--- config.mk ---
export PLATFORM = sky130hd
export DESIGN_NAME = epcs_read_sequencer
export DESIGN_NICKNAME = d
export VERILOG_FILES = /design/src/rtl/epcs_read_sequencer_pkg.sv /design/src/rtl/epcs_csr_access.sv /design/src/rtl/epcs_read_sequencer.sv
export SDC_FILE = /design/constraint.sdc
export NUM_CORES = 1
export LEC_CHECK = 0
export BUFFER_PORTS_ARGS = -buffer_cell sky130_fd_sc_hd__buf_2
export CORE_MARGIN = 2
export CORE_UTILIZATION = 50
export CTS_BUF_LIST = sky130_fd_sc_hd__clkbuf_4 sky130_fd_sc_hd__clkbuf_8
export DETAILED_ROUTE_END_ITERATION = 10
export GPL_TIMING_DRIVEN = 0
export PLACE_DENSITY_LB_ADDON = 0.05
export SYNTH_ARGS = -nofsm -noshare
export SYNTH_HDL_FRONTEND = slang
export SYNTH_SLANG_ARGS = --single-unit
--- constraint.sdc ---
create_clock -name clk -period 3 [get_ports clk]
set_clock_uncertainty 0.2 [all_clocks]
set_input_delay 0.15 -clock clk [delete_from_list [all_inputs] [get_ports clk]]
set_output_delay 0.15 -clock clk [all_outputs]
set_load 0.1 [all_outputs]
--- src/rtl/epcs_read_sequencer_pkg.sv ---
// Shared definitions for the EPCS read sequencer: SPI register map, status/control bits,
// state encodings and the command-byte helper.
package epcs_read_sequencer_pkg;

    localparam logic [2:0] REG_RX     = 3'd0;
    localparam logic [2:0] REG_TX     = 3'd1;
    localparam logic [2:0] REG_STATUS = 3'd2;
    localparam logic [2:0] REG_CTL    = 3'd3;
    localparam logic [2:0] REG_SS     = 3'd5;

    localparam int ST_ROE  = 3;
    localparam int ST_TOE  = 4;
    localparam int ST_TRDY = 6;
    localparam int ST_RRDY = 7;
    localparam int CTL_SSO = 10;

    localparam logic [31:0] CTL_SSO_WORD = 32'h1 << CTL_SSO;
    localparam logic [16:0] HDR_BYTES    = 17'd4;

    typedef enum logic [3:0] {
        S_IDLE, S_SS_WR, S_CTL_ON, S_POLL_TX, S_WR_TX,
        S_POLL_RX, S_RD_RX, S_PUSH, S_CTL_OFF, S_DONE
    } seq_state_t;

    typedef enum logic [1:0] {P_IDLE, P_CYC1, P_CYC2, P_GAP} csr_phase_t;

    // Byte clocked out on MOSI at position idx: opcode, 3 address bytes, then dummies.
    function automatic logic [7:0] tx_byte(input logic [16:0] idx, input logic [7:0] opcode,
                                           input logic [23:0] addr);
        case (idx)
            17'd0:   return opcode;
            17'd1:   return addr[23:16];
            17'd2:   return addr[15:8];
            17'd3:   return addr[7:0];
            default: return 8'h00;
        endcase
    endfunction

endpackage

--- src/rtl/epcs_csr_access.sv ---
// One Avalon register access: strobes held 2 cycles, read data sampled at end of cycle 2,
// then a forced idle cycle; ack pulses during that idle cycle. req is taken only when idle.
module epcs_csr_access
    import epcs_read_sequencer_pkg::*;
#(
    parameter logic [8:0] CSR_BASE = 9'h100
) (
    input  logic        clk,
    input  logic        reset_n,
    input  logic        req,
    input  logic        we,
    input  logic [2:0]  idx,
    input  logic [31:0] wdata,
    output logic        ack,
    output logic [31:0] rdata,
    output logic [8:0]  avm_address,
    output logic        avm_chipselect,
    output logic        avm_read_n,
    output logic        avm_write_n,
    output logic [31:0] avm_writedata,
    input  logic [31:0] avm_readdata
);

    csr_phase_t phase;

    always_ff @(posedge clk or negedge reset_n) begin
        if (!reset_n) begin
            phase          <= P_IDLE;
            ack            <= 1'b0;
            rdata          <= '0;
            avm_address    <= '0;
            avm_chipselect <= 1'b0;
            avm_read_n     <= 1'b1;
            avm_write_n    <= 1'b1;
            avm_writedata  <= '0;
        end else begin
            ack <= 1'b0;
            case (phase)
                P_IDLE, P_GAP: begin
                    phase <= P_IDLE;
                    if (req) begin
                        phase          <= P_CYC1;
                        avm_address    <= CSR_BASE + {6'd0, idx};
                        avm_chipselect <= 1'b1;
                        avm_read_n     <= we;
                        avm_write_n    <= !we;
                        avm_writedata  <= we ? wdata : 32'd0;
                    end
                end
                P_CYC1: phase <= P_CYC2;
                P_CYC2: begin
                    phase          <= P_GAP;
                    ack            <= 1'b1;
                    if (!avm_read_n) rdata <= avm_readdata;
                    avm_address    <= '0;
                    avm_chipselect <= 1'b0;
                    avm_read_n     <= 1'b1;
                    avm_write_n    <= 1'b1;
                    avm_writedata  <= '0;
                end
                default: phase <= P_IDLE;
            endcase
        end
    end

endmodule

--- src/rtl/epcs_read_sequencer.sv ---
// Autonomous serial-flash READ over the EPCS SPI register port; data bytes leave on a
// valid/ready stream and the next tx write waits for each byte's handshake.
module epcs_read_sequencer
    import epcs_read_sequencer_pkg::*;
#(
    parameter logic [7:0]  READ_OPCODE = 8'h03,
    parameter logic [8:0]  CSR_BASE    = 9'h100,
    parameter logic [15:0] SS_MASK     = 16'h0001,
    parameter int          POLL_LIMIT  = 1024
) (
    input  logic        clk,
    input  logic        reset_n,
    input  logic        start,
    input  logic [23:0] flash_addr,
    input  logic [15:0] byte_count,
    output logic        busy,
    output logic        done,
    output logic        error,
    output logic [7:0]  out_data,
    output logic        out_valid,
    input  logic        out_ready,
    output logic [8:0]  avm_address,
    output logic        avm_chipselect,
    output logic        avm_read_n,
    output logic        avm_write_n,
    output logic [31:0] avm_writedata,
    input  logic [31:0] avm_readdata
);

    localparam logic [9:0] POLL_LAST = 10'(POLL_LIMIT - 1);

    seq_state_t  state;
    logic [23:0] addr_q;
    logic [16:0] total_q;
    logic [16:0] byte_cnt;
    logic [9:0]  poll_cnt;
    logic        req;
    logic        we;
    logic [2:0]  idx;
    logic [31:0] wdata;
    logic        ack;
    logic [31:0] rdata;
    logic        status_err;
    logic        poll_expired;
    logic [16:0] next_cnt;
    logic        last_byte;

    assign status_err   = rdata[ST_TOE] | rdata[ST_ROE];
    assign poll_expired = (poll_cnt == POLL_LAST);
    assign next_cnt     = byte_cnt + 17'd1;
    assign last_byte    = (next_cnt == total_q);

    epcs_csr_access #(.CSR_BASE(CSR_BASE)) u_csr (
        .clk            (clk),
        .reset_n        (reset_n),
        .req            (req),
        .we             (we),
        .idx            (idx),
        .wdata          (wdata),
        .ack            (ack),
        .rdata          (rdata),
        .avm_address    (avm_address),
        .avm_chipselect (avm_chipselect),
        .avm_read_n     (avm_read_n),
        .avm_write_n    (avm_write_n),
        .avm_writedata  (avm_writedata),
        .avm_readdata   (avm_readdata)
    );

    always_ff @(posedge clk or negedge reset_n) begin
        if (!reset_n) begin
            state     <= S_IDLE;
            busy      <= 1'b0;
            done      <= 1'b0;
            error     <= 1'b0;
            out_valid <= 1'b0;
            out_data  <= '0;
            addr_q    <= '0;
            total_q   <= '0;
            byte_cnt  <= '0;
            poll_cnt  <= '0;
            req       <= 1'b0;
            we        <= 1'b0;
            idx       <= '0;
            wdata     <= '0;
        end else begin
            done <= 1'b0;
            req  <= 1'b0;
            case (state)
                S_IDLE: if (start) begin
                    addr_q   <= flash_addr;
                    total_q  <= {1'b0, byte_count} + HDR_BYTES;
                    byte_cnt <= '0;
                    error    <= 1'b0;
                    busy     <= 1'b1;
                    if (byte_count == 16'd0) begin
                        state <= S_DONE;
                    end else begin
                        state <= S_SS_WR;
                        req <= 1'b1; we <= 1'b1; idx <= REG_SS; wdata <= {16'd0, SS_MASK};
                    end
                end
                S_SS_WR: if (ack) begin
                    state <= S_CTL_ON;
                    req <= 1'b1; we <= 1'b1; idx <= REG_CTL; wdata <= CTL_SSO_WORD;
                end
                S_CTL_ON: if (ack) begin
                    state    <= S_POLL_TX;
                    poll_cnt <= '0;
                    req <= 1'b1; we <= 1'b0; idx <= REG_STATUS; wdata <= '0;
                end
                S_POLL_TX: if (ack) begin
                    if (status_err || (!rdata[ST_TRDY] && poll_expired)) begin
                        state <= S_CTL_OFF; error <= 1'b1; out_valid <= 1'b0;
                        req <= 1'b1; we <= 1'b1; idx <= REG_CTL; wdata <= '0;
                    end else if (rdata[ST_TRDY]) begin
                        state <= S_WR_TX;
                        req <= 1'b1; we <= 1'b1; idx <= REG_TX;
                        wdata <= {24'd0, tx_byte(byte_cnt, READ_OPCODE, addr_q)};
                    end else begin
                        poll_cnt <= poll_cnt + 10'd1;
                        req <= 1'b1; we <= 1'b0; idx <= REG_STATUS; wdata <= '0;
                    end
                end
                S_WR_TX: if (ack) begin
                    state    <= S_POLL_RX;
                    poll_cnt <= '0;
                    req <= 1'b1; we <= 1'b0; idx <= REG_STATUS; wdata <= '0;
                end
                S_POLL_RX: if (ack) begin
                    if (status_err || (!rdata[ST_RRDY] && poll_expired)) begin
                        state <= S_CTL_OFF; error <= 1'b1; out_valid <= 1'b0;
                        req <= 1'b1; we <= 1'b1; idx <= REG_CTL; wdata <= '0;
                    end else if (rdata[ST_RRDY]) begin
                        state <= S_RD_RX;
                        req <= 1'b1; we <= 1'b0; idx <= REG_RX; wdata <= '0;
                    end else begin
                        poll_cnt <= poll_cnt + 10'd1;
                        req <= 1'b1; we <= 1'b0; idx <= REG_STATUS; wdata <= '0;
                    end
                end
                // Header echo bytes are read only to clear RRDY; data bytes go to the stream.
                S_RD_RX: if (ack) begin
                    if (byte_cnt < HDR_BYTES) begin
                        byte_cnt <= next_cnt;
                        poll_cnt <= '0;
                        if (last_byte) begin
                            state <= S_CTL_OFF;
                            req <= 1'b1; we <= 1'b1; idx <= REG_CTL; wdata <= '0;
                        end else begin
                            state <= S_POLL_TX;
                            req <= 1'b1; we <= 1'b0; idx <= REG_STATUS; wdata <= '0;
                        end
                    end else begin
                        state     <= S_PUSH;
                        out_data  <= rdata[7:0];
                        out_valid <= 1'b1;
                    end
                end
                S_PUSH: if (out_ready) begin
                    out_valid <= 1'b0;
                    byte_cnt  <= next_cnt;
                    poll_cnt  <= '0;
                    if (last_byte) begin
                        state <= S_CTL_OFF;
                        req <= 1'b1; we <= 1'b1; idx <= REG_CTL; wdata <= '0;
                    end else begin
                        state <= S_POLL_TX;
                        req <= 1'b1; we <= 1'b0; idx <= REG_STATUS; wdata <= '0;
                    end
                end
                S_CTL_OFF: if (ack) state <= S_DONE;
                S_DONE: begin
                    state <= S_IDLE;
                    busy  <= 1'b0;
                    done  <= 1'b1;
                end
                default: state <= S_IDLE;
            endcase
        end
    end

endmodule
# Yosys cells after proc, flatten, opt, wreduce, memory -nomap -nowiden
# Cells that the tools add are included.
[totals] reg_bits=176 inputBits=76 output_inout_bits=56 elab_cells=217
[classes] add_sub_neg=4 magnitude_cmp=1 eq_ne=40 n_mux=112 bitwise=3 reduce_logical=35
[ops] operator="$mux W32" count=10
[ops] operator="$pmux W32 S6" count=1
[ops] operator="$mux W10" count=10
[ops] operator="$mux W17" count=4
[ops] operator="$mux W4" count=16
[ops] operator="$pmux W32 S2" count=1
[ops] operator="$pmux W17 S3" count=1
[ops] operator="$pmux W10 S5" count=1
[ops] operator="$mux W1" count=39
[ops] operator="$pmux W4 S9" count=1
[ops] operator="$eq A17 B2 Y1 const B" count=2
[ops] operator="$pmux W8 S4" count=1
[ops] operator="$mux W3" count=9
[ops] operator="$ne A2 B2 Y1 const B" count=12
[ops] operator="$reduce_and A11 Y1" count=2
[ops] operator="$pmux W3 S7" count=1
[ops] operator="$ne A2 B1 Y1 const B" count=9
[ops] operator="$pmux W9 S2" count=1
[ops] operator="$add A16 B3 Y17 const B" count=1
[ops] operator="$add A17 B1 Y17 const B" count=1
[ops] operator="$eq A17 B1 Y1 const B" count=1
[ops] operator="$eq A17 B17 Y1" count=1
[ops] operator="$logic_not A17 Y1" count=1
[ops] operator="$lt A17 B3 Y1 const B" count=1
[ops] operator="42 further kinds" count=68

# Depth between registers and ports, before layout
# Gate-level depths: netlist (run 1).
[depth] word_depth=6 depth_mapped=9 ltp_nobuf=9

# By module
# Synthesis (run 1) repeated with hierarchy kept, for this count alone.
[hier_totals] hier_cells=774 area_unflattened_um2=8602.0
[by_module_without_submodules] module="epcs_read_sequencer" n_inst=1 cells_per_inst=561 area_each_um2=5418.9 seq_area_each_um2=2452.4
[by_module_without_submodules] module="epcs_csr_access" n_inst=1 cells_per_inst=213 area_each_um2=3183.1 seq_area_each_um2=1829.3

# Least setup slack after synthesis (run 1)
# Ideal clock, no wire load.
[synth_timing] path_kind="register -> register" startpoint="register byte_cnt[0]" endpoint="register state[1]" setup_time_ns=0.124 arrival_ns=2.219 required_time_ns=2.676 setup_slack_ns=0.458 stages_incl_launch_ff=8 path_buffers=0 period_less_slack_ns=2.542 path_cell_list="dfrtp_1 ha_1 and3_2 nand2_1 or3_2 a2111oi_4 a21oi_2 a211o_1"
[synth_via] elab_chain_cells=6 elab_cells_between_ends=8 cone_classes="add/sub (1); order compare (1); eq/ne (1); mux (5)"
[synth_lines] element="start: declaration" line="epcs_read_sequencer.sv:35" source="logic [16:0] byte_cnt;"
[synth_lines] element="start signal: assignment" line="epcs_read_sequencer.sv:145" source="byte_cnt <= next_cnt;"
[synth_lines] element="start signal: assignment" line="epcs_read_sequencer.sv:162" source="byte_cnt <= next_cnt;"
[synth_lines] element="$add A17 B1 Y17" line="epcs_read_sequencer.sv:50" source="assign next_cnt = byte_cnt + 17'd1;"
[synth_lines] element="$eq A17 B17 Y1" line="epcs_read_sequencer.sv:51" source="assign last_byte = (next_cnt == total_q);"
[synth_lines] element="$mux W4" line="epcs_read_sequencer.sv:147, epcs_read_sequencer.sv:164"
[synth_lines] element="$mux W4" line="epcs_read_sequencer.sv:144" source="if (byte_cnt < HDR_BYTES) begin"
[synth_lines] element="$mux W4" line="epcs_read_sequencer.sv:143" source="S_RD_RX: if (ack) begin"
[synth_lines] element="$pmux W4 S9 (*)" line="epcs_read_sequencer.sv:89" source="case (state)"
[synth_lines] element="end signal: assignment" line="epcs_read_sequencer.sv:148" source="state <= S_CTL_OFF;"
[synth_lines] element="end signal: assignment" line="epcs_read_sequencer.sv:151" source="state <= S_POLL_TX;"
[synth_lines] element="end signal: assignment" line="epcs_read_sequencer.sv:165" source="state <= S_CTL_OFF;"
[synth_lines] element="end: declaration" line="epcs_read_sequencer.sv:32" source="seq_state_t state;"
# Every way passes the cells marked *; elsewhere a longest branch is shown, timed or not. The select of a mux whose other input is x is not followed.
# A chain may end at the register's enable or synchronous reset.

# Final worst setup path (run 1)
[layout_timing] startpoint="register byte_cnt[1]" endpoint="register state[1]"
# The elaborated chain is that of the path after synthesis.

==> results of run 1 <==
==> cell families after synthesis <==
kind of cell    Yosys count  share of synthesized area, %
flops                   124                          46.2
other cells               1                        0.0558
simple gates            213                          16.4
fa+ha+maj                 8                          1.49
compound gates          161                          15.8
xor+xnor                 39                          5.08
buf+inv                  91                          7.18
mux                      47                          7.83
==> state kept, by name, indices dropped and copies added, names as in the netlist, 2 cells and up <==
signal and count:
addr_q 24, byte_cnt 17, idx 3, out_data 8, poll_cnt 10, state 4
total_q 17, u_csr.avm_address 3, u_csr.avm_writedata 9, u_csr.phase 2, u_csr.rdata 8, wdata 9
==> final timing paths <==
path,start,to,cells past startpoint
setup reg to reg,byte_cnt[1],state[1],7
hold / removal,out_ready,byte_cnt[14],5
setup / recovery,byte_cnt[1],state[1],7
max in group asynchronous,reset_n,total_q[6],4
min in group asynchronous,reset_n,out_data[2],3
hold reg to reg,u_csr.avm_write_n,u_csr.avm_write_n,2
==> cells in the final DEF, fill, tap and decap left out, drive strengths merged, types with 6 or more instances in the layout <==
cell and n:
buf 129, nand4 8, a21oi 21, a222oi 6
ha 8, nor3 8, conb 28, dfrtp 122
a22o 10, and3 12, xor2 16, or4 6
inv 24, xnor2 23, nor4 9, o21ai 67
clkbuf 43, nand2 66, nand3 25, o31ai 16
dlygate4sd3 54, nor2 41, nand2b 10, mux2 45
==> through the flow <==
| step | instances | total power, mW | utilization, % |
|---|---|---|---|
| 2_1_floorplan | 711 | 1.90 | - |
| 3_3_place_gp | 966 | 1.97 | 56.4 |
| 3_5_place_dp | 967 | 1.98 | 56.7 |
| 4_1_cts | 1054 | 3.44 | 63.9 |
| 5_1_grt | 1054 | 3.54 | 64.1 |
| 6_report | 1054 | 3.41 | 64.1 |
==> timing repair <==
action	4_1_cts	5_1_grt
hold buffers	55	0
resized for setup	3	13
endpoints found under the hold margin	173	0
pin swaps	0	3
setup endpoints to repair	4	50
==> final cells by class <==
type	count	area, um2
fill	1115	4730
multi-input combinational	496	3280
sequential	124	3110
timing repair buffer	135	990
buffer	73	419
clock buffer	18	241
tap	176	220
clock inverter	14	134
inverter	18	67.6
==> worst max-delay path, stage by stage, from the launching register on <==
cell and delay [ps]:
dfrtp_1 490, ha_2 310, and3_2 250, nand2_1 140
or3_2 530, a2111oi_4 440, a21oi_2 110, a211o_1 230
==> per-layer routing <==
layer | up-vias | share of wire [%] | routed length (um)
met5 | - | 0 | 0
met4 | 0 | 1.2 | 209
met3 | 19 | 4.5 | 752
met2 | 157 | 49 | 8280
met1 | 2742 | 45 | 7510
li1 | 2769 | - | -
==> power groups by stage <==
stage / Sequential [mW] / Clock, mW / Combinational (mW)
floorplan: 1.70 / 0 / 0.195
global placement: 1.70 / 0 / 0.270
detailed placement: 1.70 / 0 / 0.278
CTS: 1.67 / 1.43 / 0.337
global route: 1.67 / 1.51 / 0.358
finish: 1.67 / 1.40 / 0.337
==> impl_metrics.yaml, run 1 <==
run_status:
  status: "finished clean"
synthesis:
  synthTopCellsByArea: "dfrtp_1 45%, mux2_2 7.5%, o21ai_0 4.8%, nand2_1 3.7%, buf_4 3.5%"
  async_flop_share_pct: 100
  yosys_warnings: 0
  synth-edff-count: 0
  synth_area_um2: 6730
  synth-seq-area-share_pct: 46.2
  synth_seq_cells: 124
  synth_cell_type_count: 66
  synth.most_common_cell: "dfrtp_1"
  syn_inst: 684
  synth_area_leader_cell: "dfrtp_1"
  synth_commonest_cells: "122 x dfrtp_1, 66 x nand2_1, 64 x o21ai_0, 45 x mux2_2, 41 x nor2_1"
  yosysTopAreaCellShare_pct: 45.4
  syn_avg_cell_area_um2: 9.83
  synth_ff_type: "dfrtp_1"
clock_network:
  cts_setup_buffers: 0
  cts_tree: "built"
  cts_htree_levels: 4
  cts_sinks: 124
  root_buffer: "clkbuf_8"
  cts_buffers: 17
  clock_latency_ps: 440
  clkTransAtPathRegs_ps: 80
  clk_path_buf_depth: 2
timing:
  final-max-slew-violation-count: 0
  fmax_mhz: 355
  relSlewSlack_pct: 27.0
  hold_viol_final: 0
  rsz0062_at_grt: "false"
  period_needed_ps: 2810
  holdWs_ps: 72.8
  period_share_pct: 93.8
  setup_viol: 0
  setup_tns_ps: 0
  tightest_slew_ps: 1090
  fin_ws_ps: 186
worst_setup_path:
  end_kind: "flop"
  required_ps: 3130
  critPathLaunchType: "flop"
  cp.arrival_ps: 2940
  critPathMaxFanout: 7
  path_class: "flop to flop"
  regToRegSetupSlack_ps: 190
global_route:
  grt_pass1_vias: 5597
  grt_busiest_layer: "met2"
  grt_util_met1_pct: 31.3
  grt_start_max_net_pins: 81
  grt_pass1_wl_um: 27600
  antenna_found_initial: 0
  grt_use_total_pct: 24.3
  use_met3_pct: 5.18
  grt_util_met2_pct: 41.2
  grt_overflow: 0
detailed_routing:
  first_pass_iters: 5
  drt-vias-per-instance: 5.40
  antenna_left: 0
  drt_iter0_drc: 277
  vias: 5687
  drc: 0
  drt-total-wl_um: 16800
  routedWlPerCell_um: 15.9
cells_and_area:
  n_antenna_cell: 0
  layout-drive-gt1-share_pct: 26.4
  syn_to_final_growth_pct: 25.8
  final_nets: 949
  final_design_area_no_fill_um2: 8460
power_and_ir_drop:
  switchingPower_mw: 0.951
  pwr-share-clk_pct: 41.2
  powerDensity_nw_per_um2: 403
  seq_power_share_pct: 49.0
  switching_share_pct: 27.9
  peakVddDrop_v: 0.000311
  comb_power_share_pct: 9.9
  leakage_nw: 4.07
  p_int_mw: 2.46
floorplan:
  ios: 132
  start_util_pct: 51.0
  core-area_um2: 13200
  rows: 42
  dieHeight_um: 120
  die-area_um2: 14400
  fp.dieW_um: 120
flow_run:
  max-cap-violations: 0
placed_design:
  post-dp-hpwl_um: 11600
  gp_congestion: 0.866
  dp_slack_ps: -89.4
  numPortBuffers: 79
  place_area_um2: 7480
hold_path:
  hold_path_class: "input port to flop"
No activity file was read; power rests on OpenSTA's default activity.
==> inputs of run 2 (changes only) <==
REMOVE_ABC_BUFFERS = 1   (was not set)
SLEW_MARGIN = 5   (was not set)
TNS_END_PERCENT = 30   (was not set)
==> impl_metrics.yaml, run 2 (same netlist as run 1, synthesis figures left out) <==
clock_network:
  cts_sinks: 124
  clk_path_buf_depth: 2
  cts_tree: "built"
  cts_htree_levels: 4
  root_buffer: "clkbuf_8"
  clkTransAtPathRegs_ps: 70
  clock_latency_ps: 440
  cts_buffers: 17
power_and_ir_drop:
  p_int_mw: 2.44
  switching_share_pct: 26.1
  p_total_mw: 3.30
  pwr-share-clk_pct: 40.2
  powerDensity_nw_per_um2: 408
  seq_power_share_pct: 50.6
  leakage_nw: 3.81
  switchingPower_mw: 0.863
  peakVddDrop_v: 0.000347
  comb_power_share_pct: 9.2
cells_and_area:
  largest_reg_flops: 24
  layout-drive-gt1-share_pct: 23.6
  syn_to_final_growth_pct: 20.3
  final_cells: 985
  final_nets: 881
  final_design_area_no_fill_um2: 8090
  final_common_cell: "dfrtp_1"
  top_register: "addr_q"
  n_antenna_cell: 0
  fillerInstances: 1126
  most-common-layout-cells: "120 x dfrtp_1, 78 x buf_2, 65 x nand2_1"
  top_regs: "addr_q: 24 flops, byte_cnt: 17 flops, total_q: 17 flops"
worst_setup_path:
  regToRegSetupSlack_ps: 100
  r2r_cells: 7
  end_kind: "flop"
  critPathLaunchType: "flop"
  path_class: "flop to flop"
  cp.arrival_ps: 3020
  critPathMaxFanout: 11
  required_ps: 3120
  rr_startpoint: "byte_cnt[2]"
  regToRegEndpoint: "state[1]"
detailed_routing:
  drt-total-wl_um: 14900
  drt-vias-per-instance: 5.49
  routedWlPerCell_um: 15.2
  antenna_left: 0
  drt_iter0_drc: 388
  first_pass_iters: 8
  vias: 5411
  drc: 0
placed_design:
  dp_slack_ps: -441
  post-dp-hpwl_um: 10200
  numPortBuffers: 79
  placedCellCount: 896
  gp_congestion: 0.838
  place_area_um2: 7100
global_route:
  grt_pass1_vias: 5164
  grt_overflow: 0
  grt_pass1_wl_um: 24700
  grt_use_total_pct: 21.5
  grt_start_max_net_pins: 67
  antenna_found_initial: 0
timing:
  setup_viol: 0
  relSlewSlack_pct: 27.1
  rsz0062_at_grt: "true"
  period_share_pct: 96.7
  fmax_mhz: 345
  holdWs_ps: 39.0
  hold_viol_final: 0
  fin_ws_ps: 98.7
  period_needed_ps: 2900
  tightest_slew_ps: 1090
  final-max-slew-violation-count: 0
floorplan:
  rows: 42
  core-area_um2: 13200
  start_util_pct: 51.0
  die-area_um2: 14400
  dieHeight_um: 120
  fp.dieW_um: 120
  ios: 132
hold_path:
  hold_path_class: "input port to asynchronous set/reset pin"
run_status:
  status: "finished clean"
flow_run:
  max-cap-violations: 0
run 2: changes by cell type in the layout (fill, tap and decap cells not counted), moves of 3 or more:
cell and change:
buf_4 -27, buf_2 -14, clkinv_4 -3, clkinvlp_4 +3
clkbuf_2 -3, clkbuf_1 -22, inv_6 -5
run 2: critical path, cell delays in order, from the launching register on:
cell and delay, ps:
dfrtp_1 600, nand4_2 270, or4_4 590, xnor2_1 180, nand2_1 110, a2111oi_4 470, a21oi_2 120, a211o_1 240
run 2: power groups by stage:
stage          registers [mW]  clock network (mW)  logic, mW
6_report                 1.67                1.33      0.303
5_1_grt                  1.67                1.46      0.323
4_1_cts                  1.67                1.37      0.303
3_5_place_dp             1.70                   0      0.249
3_3_place_gp             1.70                   0      0.241
2_1_floorplan            1.70                   0      0.166
run 2: area by class of cell:
class,instances,area (um2),share of cell area (%)
Clock buffer,20,263,3.25
Inverter,18,67.6,0.835
Tap cell,176,220,2.72
Clock inverter,11,96.3,1.19
Multi-Input combinational cell,496,3300,40.8
Sequential cell,124,3110,38.4
Timing Repair Buffer,140,1030,12.7
run 2: timing repair:
item,4_1_cts,5_1_grt
setup buffers,0,4
resized for setup,8,6
pin swaps,0,2
hold endpoints to repair,173,0
endpoints found under the setup margin,22,27
hold buffers,54,0
run 2: worst max path at each step:
| stage | start | to | slack (ps) |
|---|---|---|---|
| floorplan | state[2] | wdata[0] | -890 |
| global placement | state[3] | wdata[0] | -1980 |
| detailed placement | byte_cnt[0] | we | -440 |
| CTS | poll_cnt[0] | poll_cnt[6] | -10 |
| global route | state[3] | total_q[16] | -3 |
| finish | byte_cnt[2] | state[1] | 100 |
run 2: per-layer routing:
metal / routed length, um / global-route usage (%) / vias up
li1: - / - / 2641
met1: 6830 / 28.1 / 2594
met2: 7280 / 35.4 / 163
met3: 705 / 5.75 / 13
met4: 126 / 6.03 / 0
met5: 0 / 0 / -
run 2: stage by stage:
stage          setup TNS [ps]  utilization [%]
5_1_grt                 -4.76             61.3
2_1_floorplan          -12830                -
3_3_place_gp           -73520             53.3
3_5_place_dp            -5810             53.9
4_1_cts                 -14.3             61.0
6_report                    0             61.3
==> inputs of run 3 (changes only) <==
SETUP_SLACK_MARGIN = 0.3   (was not set)
==> impl_metrics.yaml, run 3 (same netlist as run 1, synthesis figures left out) <==
clock_network:
  cts_buffers: 17
  clk_path_buf_depth: 2
  cts_sinks: 124
  cts_tree: "built"
  clock_latency_ps: 440
  cts_htree_levels: 4
  root_buffer: "clkbuf_8"
  clkTransAtPathRegs_ps: 70
global_route:
  antenna_found_initial: 0
  grt_pass1_vias: 5194
  grt_util_met1_pct: 28.5
  grt_start_max_net_pins: 67
  grt_pass1_wl_um: 24900
  grt_overflow: 0
  grt_busiest_layer: "met2"
  grt_use_total_pct: 21.7
  use_met3_pct: 5.56
  grt_util_met2_pct: 35.4
placed_design:
  placedCellCount: 896
  post-dp-hpwl_um: 10200
  gp_congestion: 0.838
  numPortBuffers: 79
  dp_slack_ps: -441
flow_run:
  max-cap-violations: 0
cells_and_area:
  largest_reg_flops: 24
  final_nets: 887
  most-common-layout-cells: "109 x dfrtp_1, 78 x buf_2, 65 x nand2_1"
  top_regs: "addr_q: 24 flops, byte_cnt: 17 flops, total_q: 17 flops"
  n_antenna_cell: 0
  syn_to_final_growth_pct: 22.0
  final_cells: 991
  final_common_cell: "dfrtp_1"
  top_register: "addr_q"
  layout-drive-gt1-share_pct: 26.5
worst_setup_path:
  path_class: "flop to flop"
  critPathBufInv: 0
  crit_path_top_delay_cell: "or4_4"
  required_ps: 3120
  critPathLaunchType: "flop"
  path_delay_family: "simple AND/OR/NAND/NOR gates"
  critPathMaxFanout: 7
  cp_slowest_stage_delay_ps: 590
  end_kind: "flop"
  crit_chain: "nand4_2 -> or4_4 -> xnor2_1 -> nand2_1 -> a2111oi_4 -> a21oi_2 -> a211o_1"
  cp.arrival_ps: 2830
detailed_routing:
  drt_iter0_drc: 387
  drt-vias-per-instance: 5.48
  first_pass_iters: 5
  drt-total-wl_um: 15200
  routedWlPerCell_um: 15.3
  vias: 5430
  drc: 0
  antenna_left: 0
timing:
  setup_viol: 0
  rsz0062_at_grt: "true"
  final-max-slew-violation-count: 0
  tightest_slew_ps: 1100
  fmax_mhz: 369
  setup_tns_ps: 0
  relSlewSlack_pct: 26.7
  hold_viol_final: 0
  period_needed_ps: 2710
  period_share_pct: 90.3
  fin_ws_ps: 291
hold_path:
  hold_path_class: "input port to asynchronous set/reset pin"
floorplan:
  dieHeight_um: 120
  core-area_um2: 13200
  start_util_pct: 51.0
  rows: 42
  die-area_um2: 14400
  fp.dieW_um: 120
  ios: 132
power_and_ir_drop:
  powerDensity_nw_per_um2: 403
  peakVddDrop_v: 0.000347
  leakage_nw: 3.84
run_status:
  status: "finished clean"
-- run 3: metal layers --
metal | vias up | part of all wire [%] | routed length [um]
met5 | - | 0 | 0
met4 | 0 | 0.92 | 140
met3 | 13 | 4.7 | 714
met2 | 173 | 48 | 7320
met1 | 2591 | 46 | 6980
li1 | 2653 | - | -
-- run 3: through the flow --
step                cell area, um2  hold WS [ps]  power, mW  util [%]
floorplan                     6410          -346       1.87         -
global placement              7030           182       1.94      53.3
detailed placement            7100         -53.3       1.95      53.9
CTS                           8140          30.4       3.35      61.7
global route                  8200          69.4       3.45      62.2
finish                        8200          38.9       3.31      62.2
-- run 3: path summary, 6_finish.rpt --
check | startpoint | to | slack, ps | cells after the start
max | byte_cnt[1] | state[1] | 290 | 7
min | reset_n | poll_cnt[3] | 40 | 2
max reg2reg | byte_cnt[1] | state[1] | 290 | 7
min reg2reg | u_csr.avm_write_n | u_csr.avm_write_n | 260 | 2
max in group asynchronous | reset_n | state[3] | 1830 | 3
min in group clk | out_ready | byte_cnt[2] | 80 | 5
-- run 3: cell type report --
class,count,area [um2]
well taps,176,220
clock inverters,11,96.3
repair buffers,146,1080
inverters,18,67.6
flip-flops and latches,124,3120
multi-input cells,496,3360
fillers,1113,4990
clock buffers,20,263
-- run 3: report_power, final --
group          leakage [nW]  switching [mW]  internal (mW)
sequential             1.67               0           1.67
combinational          1.99           0.219         0.0840
clock                 0.174           0.650          0.683
-- run 3: what timing repair did --
item / CTS / global route
setup buffers: 9 / 1
hold buffers: 54 / 0
resized for setup: 18 / 18
pin swaps: 4 / 0
hold endpoints to repair: 173 / 0
setup endpoints to repair: 33 / 42
